$ cat config.mk
export PLATFORM = sky130hd
export DESIGN_NAME = alu_pipe_acc
export DESIGN_NICKNAME = d
export VERILOG_FILES = /design/src/rtl/alu_pipe_acc.sv
export SDC_FILE = /design/constraint.sdc
export NUM_CORES = 1
export LEC_CHECK = 0
export CAP_MARGIN = 10
export CORE_MARGIN = 2
export CORE_UTILIZATION = 56
export CTS_CLUSTER_SIZE = 30
export DETAILED_ROUTE_END_ITERATION = 7
export PLACE_DENSITY = 0.81
export SYNTH_ARGS = -nofsm -noshare
export SYNTH_HDL_FRONTEND = slang
export SYNTH_SLANG_ARGS = --single-unit
$ cat constraint.sdc
create_clock -name clk_i -period 4.1 [get_ports clk_i]
set_input_delay 0.615 -clock clk_i [delete_from_list [all_inputs] [get_ports clk_i]]
set_output_delay 0.615 -clock clk_i [all_outputs]
set_load 0.05 [all_outputs]
$ cat src/rtl/alu_pipe_acc.sv
// alu_pipe_acc: two-stage pipelined eight-operation ALU with an internal
// accumulator, carried flag register, optional saturation, N/Z/V/C flags and
// valid/ready handshakes on the command and result sides.
module alu_pipe_acc #(
  parameter int WIDTH  = 8,
  parameter int SAT_EN = 0
) (
  input  logic             clk_i,
  input  logic             rst_i,
  input  logic [WIDTH-1:0] a_i,
  input  logic [WIDTH-1:0] b_i,
  input  logic [2:0]       select_i,
  input  logic             acc_sel_i,
  input  logic             clr_i,
  input  logic             valid_i,
  output logic             ready_o,
  output logic [WIDTH-1:0] s_o,
  output logic             c_o,
  output logic             z_o,
  output logic             n_o,
  output logic             v_o,
  output logic             valid_o,
  input  logic             ready_i,
  output logic [WIDTH-1:0] acc_o
);

  localparam logic [2:0] OP_ADD = 3'b000;
  localparam logic [2:0] OP_SUB = 3'b001;
  localparam logic [2:0] OP_DEC = 3'b010;
  localparam logic [2:0] OP_XOR = 3'b011;
  localparam logic [2:0] OP_AND = 3'b100;
  localparam logic [2:0] OP_OR  = 3'b101;
  localparam logic [2:0] OP_INC = 3'b110;
  localparam logic [2:0] OP_ADC = 3'b111;

  localparam logic [WIDTH-1:0] ONE_W = {{(WIDTH-1){1'b0}}, 1'b1};

  // Clamp applied after the raw carry/overflow are known: additions pin to
  // all-ones on carry out, subtractions pin to zero on borrow.
  function automatic logic [WIDTH-1:0] sat_fn(input logic [WIDTH-1:0] raw,
                                              input logic             carry,
                                              input logic             is_add,
                                              input logic             is_sub);
    logic [WIDTH-1:0] r;
    r = raw;
    if ((SAT_EN != 0) && carry) begin
      if (is_add) r = '1;
      if (is_sub) r = '0;
    end
    return r;
  endfunction

  // Stage 1 (input register)
  logic [WIDTH-1:0] a_p1_q, b_p1_q;
  logic [2:0]       op_p1_q;
  logic             asel_p1_q;
  logic             vld_p1_q;

  // Stage 2 (output register) plus accumulator/carry state
  logic [WIDTH-1:0] s_p2_q;
  logic             c_p2_q, z_p2_q, n_p2_q, v_p2_q;
  logic             vld_p2_q;
  logic [WIDTH-1:0] acc_q;
  logic             cf_q;

  // Next-state values for stage 2
  logic [WIDTH-1:0] s_p2_d;
  logic             c_p2_d, z_p2_d, n_p2_d, v_p2_d;

  logic             s2_advance;
  logic             accept;
  logic             load_p2;

  logic [WIDTH-1:0] opa, opb;
  logic [WIDTH:0]   sum_w;
  logic             is_add, is_sub;

  assign s2_advance = !vld_p2_q || ready_i;
  assign ready_o    = !vld_p1_q || s2_advance;
  assign accept     = valid_i && ready_o;
  assign load_p2    = s2_advance && vld_p1_q;

  // Operand A is taken from the accumulator at compute time, so a chain of
  // accumulating ops sees each predecessor's result with no forwarding logic.
  always_comb begin
    opa    = asel_p1_q ? acc_q : a_p1_q;
    opb    = b_p1_q;
    sum_w  = '0;
    is_add = 1'b0;
    is_sub = 1'b0;
    unique case (op_p1_q)
      OP_ADD: begin
        is_add = 1'b1;
        sum_w  = {1'b0, opa} + {1'b0, opb};
      end
      OP_ADC: begin
        is_add = 1'b1;
        sum_w  = {1'b0, opa} + {1'b0, opb} + {{WIDTH{1'b0}}, cf_q};
      end
      OP_INC: begin
        is_add = 1'b1;
        opb    = ONE_W;
        sum_w  = {1'b0, opa} + {1'b0, ONE_W};
      end
      OP_SUB: begin
        is_sub = 1'b1;
        sum_w  = {1'b0, opa} - {1'b0, opb};
      end
      OP_DEC: begin
        is_sub = 1'b1;
        opb    = ONE_W;
        sum_w  = {1'b0, opa} - {1'b0, ONE_W};
      end
      OP_XOR:  sum_w = {1'b0, opa ^ opb};
      OP_AND:  sum_w = {1'b0, opa & opb};
      OP_OR:   sum_w = {1'b0, opa | opb};
      default: sum_w = '0;
    endcase

    c_p2_d = (is_add || is_sub) ? sum_w[WIDTH] : 1'b0;
    v_p2_d = 1'b0;
    if (is_add)
      v_p2_d = (opa[WIDTH-1] == opb[WIDTH-1]) && (sum_w[WIDTH-1] != opa[WIDTH-1]);
    else if (is_sub)
      v_p2_d = (opa[WIDTH-1] != opb[WIDTH-1]) && (sum_w[WIDTH-1] != opa[WIDTH-1]);

    s_p2_d = sat_fn(sum_w[WIDTH-1:0], c_p2_d, is_add, is_sub);
    z_p2_d = (s_p2_d == '0);
    n_p2_d = s_p2_d[WIDTH-1];
  end

  // Stage 1: capture a command on accept; empty when handed on with no refill.
  always_ff @(posedge clk_i or posedge rst_i) begin
    if (rst_i) begin
      a_p1_q    <= '0;
      b_p1_q    <= '0;
      op_p1_q   <= '0;
      asel_p1_q <= 1'b0;
      vld_p1_q  <= 1'b0;
    end else begin
      if (accept) begin
        a_p1_q    <= a_i;
        b_p1_q    <= b_i;
        op_p1_q   <= select_i;
        asel_p1_q <= acc_sel_i;
        vld_p1_q  <= 1'b1;
      end else if (load_p2) begin
        vld_p1_q  <= 1'b0;
      end
    end
  end

  // Stage 2: load result and flags when advancing; data holds otherwise.
  always_ff @(posedge clk_i or posedge rst_i) begin
    if (rst_i) begin
      s_p2_q   <= '0;
      c_p2_q   <= 1'b0;
      z_p2_q   <= 1'b0;
      n_p2_q   <= 1'b0;
      v_p2_q   <= 1'b0;
      vld_p2_q <= 1'b0;
    end else begin
      if (s2_advance) vld_p2_q <= vld_p1_q;
      if (load_p2) begin
        s_p2_q <= s_p2_d;
        c_p2_q <= c_p2_d;
        z_p2_q <= z_p2_d;
        n_p2_q <= n_p2_d;
        v_p2_q <= v_p2_d;
      end
    end
  end

  // Accumulator and carry register follow every completed op; clear wins.
  always_ff @(posedge clk_i or posedge rst_i) begin
    if (rst_i) begin
      acc_q <= '0;
      cf_q  <= 1'b0;
    end else if (clr_i) begin
      acc_q <= '0;
      cf_q  <= 1'b0;
    end else if (load_p2) begin
      acc_q <= s_p2_d;
      cf_q  <= c_p2_d;
    end
  end

  assign s_o     = s_p2_q;
  assign c_o     = c_p2_q;
  assign z_o     = z_p2_q;
  assign n_o     = n_p2_q;
  assign v_o     = v_p2_q;
  assign valid_o = vld_p2_q;
  assign acc_o   = acc_q;

endmodule

==> flow_summary_export.csv <==
group,metric,value,unit
run_status,outcome,"finished clean",
critical_path,critPathArrivalTime,3.97,ns
routing,drc_errors,0,
cells_and_area,nets,479,
die,die_x,82.4,µm
cells_and_area,final_area,0.00404,mm²
sta,slew_viol_final,0,
placement,dpl.hpwl,6530,µm
sta,hold_violations,0,
sta,fin_tns_setup,0,ns
cells_and_area,fillers,506,
critical_path,start_kind,"flop",
sta,period_share,0.922,
yosys,avgSynthCellArea,8.97,µm²
cells_and_area,area_growth_syn_to_layout,17.3,%
routing,dr.pass1.iters,6,
critical_path,path_max_fanout,9,
sta,clock_skew,0.00821,ns
yosys,ys_async_sr_fraction,1.00,
sta,max_freq,264,MHz
routing,wirelength,8640,µm
sta,period_needed,3.78,ns
critical_path,cpPeakStageDelay,0.65,ns
clock_network,cts_max_level,2,
die,rows,28,
pwr,peakVddDrop,357,µV
critical_path,worstSetupEndpointType,"flop",
pwr,power.total,2280,µW
pwr,leakagePower,0.00184,µW
clock_network,clock-sinks,42,
global_routing,grt_pass1_wl,14200,µm
die,coreArea,0.00592,mm²
critical_path,cp_top_family,"simple AND/OR/NAND/NOR gates",
clock_network,post_cts_resize_count,0,
routing,avgViaCountPerCell,6.09,
placement,placed_area,0.00394,mm²
cells_and_area,antenna_cells,0,
clock_network,cts_buffer_depth,2,
clock_network,cts_tree,"built",
routing,vias,3052,
global_routing,grt_pass1_vias,3021,
yosys,ys_ff_latch,42,
clock_network,hold_buffers,0,
global_routing,grt_overflow,0,
pwr,powerDensity,564,mW/mm²
yosys,synth_cells,384,
global_routing,antenna_found_initial,0,
sta,tightest_slew,0.911,ns
yosys,synth_edf_count,0,
sta,grt_setup_unrepaired,"no",
clock_network,post_cts_buffers,0,
sta,setup_violations,0,
yosys,synth_top_area_share,0.305,
flow_run,maxCapViolCount,0,
cells_and_area,layout-drive-gt1-share,0.143,
yosys,seq_area_frac_synth,0.305,
yosys,synth.distinct_cells,72,
die,die_h,82.4,µm
yosys,synth_area,0.00344,mm²
critical_path,required,4.29,ns
clock_network,clkTransAtPathRegs,0.09,ns
yosys,syn_nets,438,
routing,wl_per_cell,17.2,µm
die,die-area,0.00679,mm²
global_routing,grt_max_degree,32,
yosys,synthTopCellsByArea,"dfrtp_1, ha_1, mux2_2",
yosys,ys.flop_type,"dfrtp_1",
placement,portBuffers,46,
placement,routabilityCongestion,0.932,
die,ios,47,
sta,maxSlewHeadroom,0.391,
global_routing,grtUsageTotal,0.276,
worst_hold_path,hold_class,"reg2reg",
clock_network,cts.root.buffer_cell,"clkbuf_8",
yosys,yosysTopAreaCell,"dfrtp_1",
clock_network,clk_latency,0.31,ns
critical_path,critPathKind,"reg2reg",
routing,drt_iter0_drc,186,
critical_path,worst_path_most_repeated_cell,"inv_1",
yosys,ys_warn_count,0,
critical_path,cp_num_buf_inv,3,
critical_path,crit_path_cell_trace,"mux2i_1 -> inv_1 -> ha_1 -> inv_1 -> fa_1 -> inv_1 -> ha_1 -> nand2_1 -> nor3_1 -> nand3_1 -> nor3b_2 -> xor2_1 -> a211oi_1 -> nor3_1",
critical_path,slowest_stage,"dfrtp_1",
die,start_util,0.582,
routing,postRouteAntennaNets,0,
clock_network,numCtsBuffers,5,
==> through the flow <==
stage                      util  hold slack (ns)  cells  worst slack [ns]
after floorplan               -            0.471    384             0.844
after global placement    0.666            0.465    493             0.603
after detailed placement  0.666            0.466    493             0.430
after CTS                 0.682            0.487    501             0.349
after global routing      0.682            0.508    501            0.0154
final                     0.682            0.486    501             0.318
==> cells in the mapped netlist (all sizes together) (7+ instances only) <==
| cell | number |
|---|---|
| a211oi | 8 |
| a21oi | 31 |
| a2bb2oi | 7 |
| buf | 12 |
| dfrtp | 42 |
| ha | 27 |
| inv | 27 |
| mux2 | 21 |
| mux2i | 10 |
| nand2 | 36 |
| nand2b | 13 |
| nor2 | 39 |
| nor3 | 10 |
| o21ai | 15 |
==> worst reg2reg max path, stage by stage, from the launching register on <==
cell,delay (ns)
dfrtp_1,0.65
mux2i_1,0.44
inv_1,0.10
ha_1,0.26
inv_1,0.10
fa_1,0.41
inv_1,0.10
ha_1,0.19
nand2_1,0.06
nor3_1,0.43
nand3_1,0.21
nor3b_2,0.22
xor2_1,0.09
a211oi_1,0.31
nor3_1,0.09
==> placed cells by master (no fill, tap or decap), types with 2 or more instances in the layout <==
cell / instances
clkdlybuf4s50_1: 46
dfrtp_1: 42
nor2_1: 38
nand2_1: 36
a21oi_1: 28
ha_1: 27
inv_1: 26
mux2_2: 20
o21ai_0: 14
nand2b_1: 13
nor3_1: 10
mux2i_1: 10
a211oi_1: 7
a2bb2oi_1: 6
o22ai_1: 6
clkbuf_8: 6
buf_4: 6
a21o_1: 5
xnor2_1: 5
o21a_1: 4
nor3b_2: 3
nor2b_1: 3
or2_2: 3
a21oi_2: 3
nand3_1: 3
and3_1: 3
or3_1: 3
o21bai_1: 2
o211ai_1: 2
nand3_2: 2
a22oi_1: 2
nand3b_1: 2
fa_1: 2
==> where the power goes <==
group | internal, µW | total, µW | switching [µW]
Combinational | 557 | 1410 | 852
Clock | 139 | 298 | 158
Sequential | 504 | 571 | 67.6
Total | 1200 | 2280 | 1080
==> logic make-up (layout without fill, tap and decap cells) <==
group | Yosys count | count (layout) | synth area share
AOI/OAI and AO/OA | 102 | 102 | 0.217
xor gates and xnor gates | 8 | 8 | 0.0247
adders and majority gates | 29 | 29 | 0.110
buffers and inverters | 45 | 87 | 0.0585
DFF | 42 | 42 | 0.305
muxes | 32 | 32 | 0.105
and+or+nand+nor | 126 | 126 | 0.180
==> flip-flops by register name, summed over array words and instances (netlist names) <==
name       cells
asel_p1_q      1
vld_p1_q       1
s_o            8
c_o            1
valid_o        1
cf_q           1
op_p1_q        3
z_o            1
a_p1_q         8
b_p1_q         8
v_o            1
acc_o          8
==> layer usage <==
layer  vias up  wire length (µm)  global-route usage
li1       1449                 -                   -
met2       140              4340               0.481
met5         -                 0                   0
met3        19               607              0.0391
met4         0               170              0.0917
met1      1444              3520               0.350
==> worst paths after layout <==
check                           from         to  slack, ns  cells after the start
max reg2reg                asel_p1_q       cf_q       0.32                     14
max                        asel_p1_q       cf_q       0.32                     14
min in group asynchronous      rst_i  b_p1_q[2]       0.77                      2
min reg2reg                   s_o[5]     s_o[5]       0.49                      2
max in group asynchronous      rst_i  a_p1_q[4]       2.54                      3
min                           s_o[5]     s_o[5]       0.49                      2
==> cell type report <==
class                   count  area [µm²]  area share
clock inverters             1        8.76     0.00217
multi-input cells         297        2190       0.543
flip-flops and latches     42        1050       0.260
inverters                  27         101      0.0251
clock buffers               7        86.3      0.0214
well taps                  75        93.8      0.0232
repair buffers             52         505       0.125
Note: power is estimated with default switching activity, not from simulation.
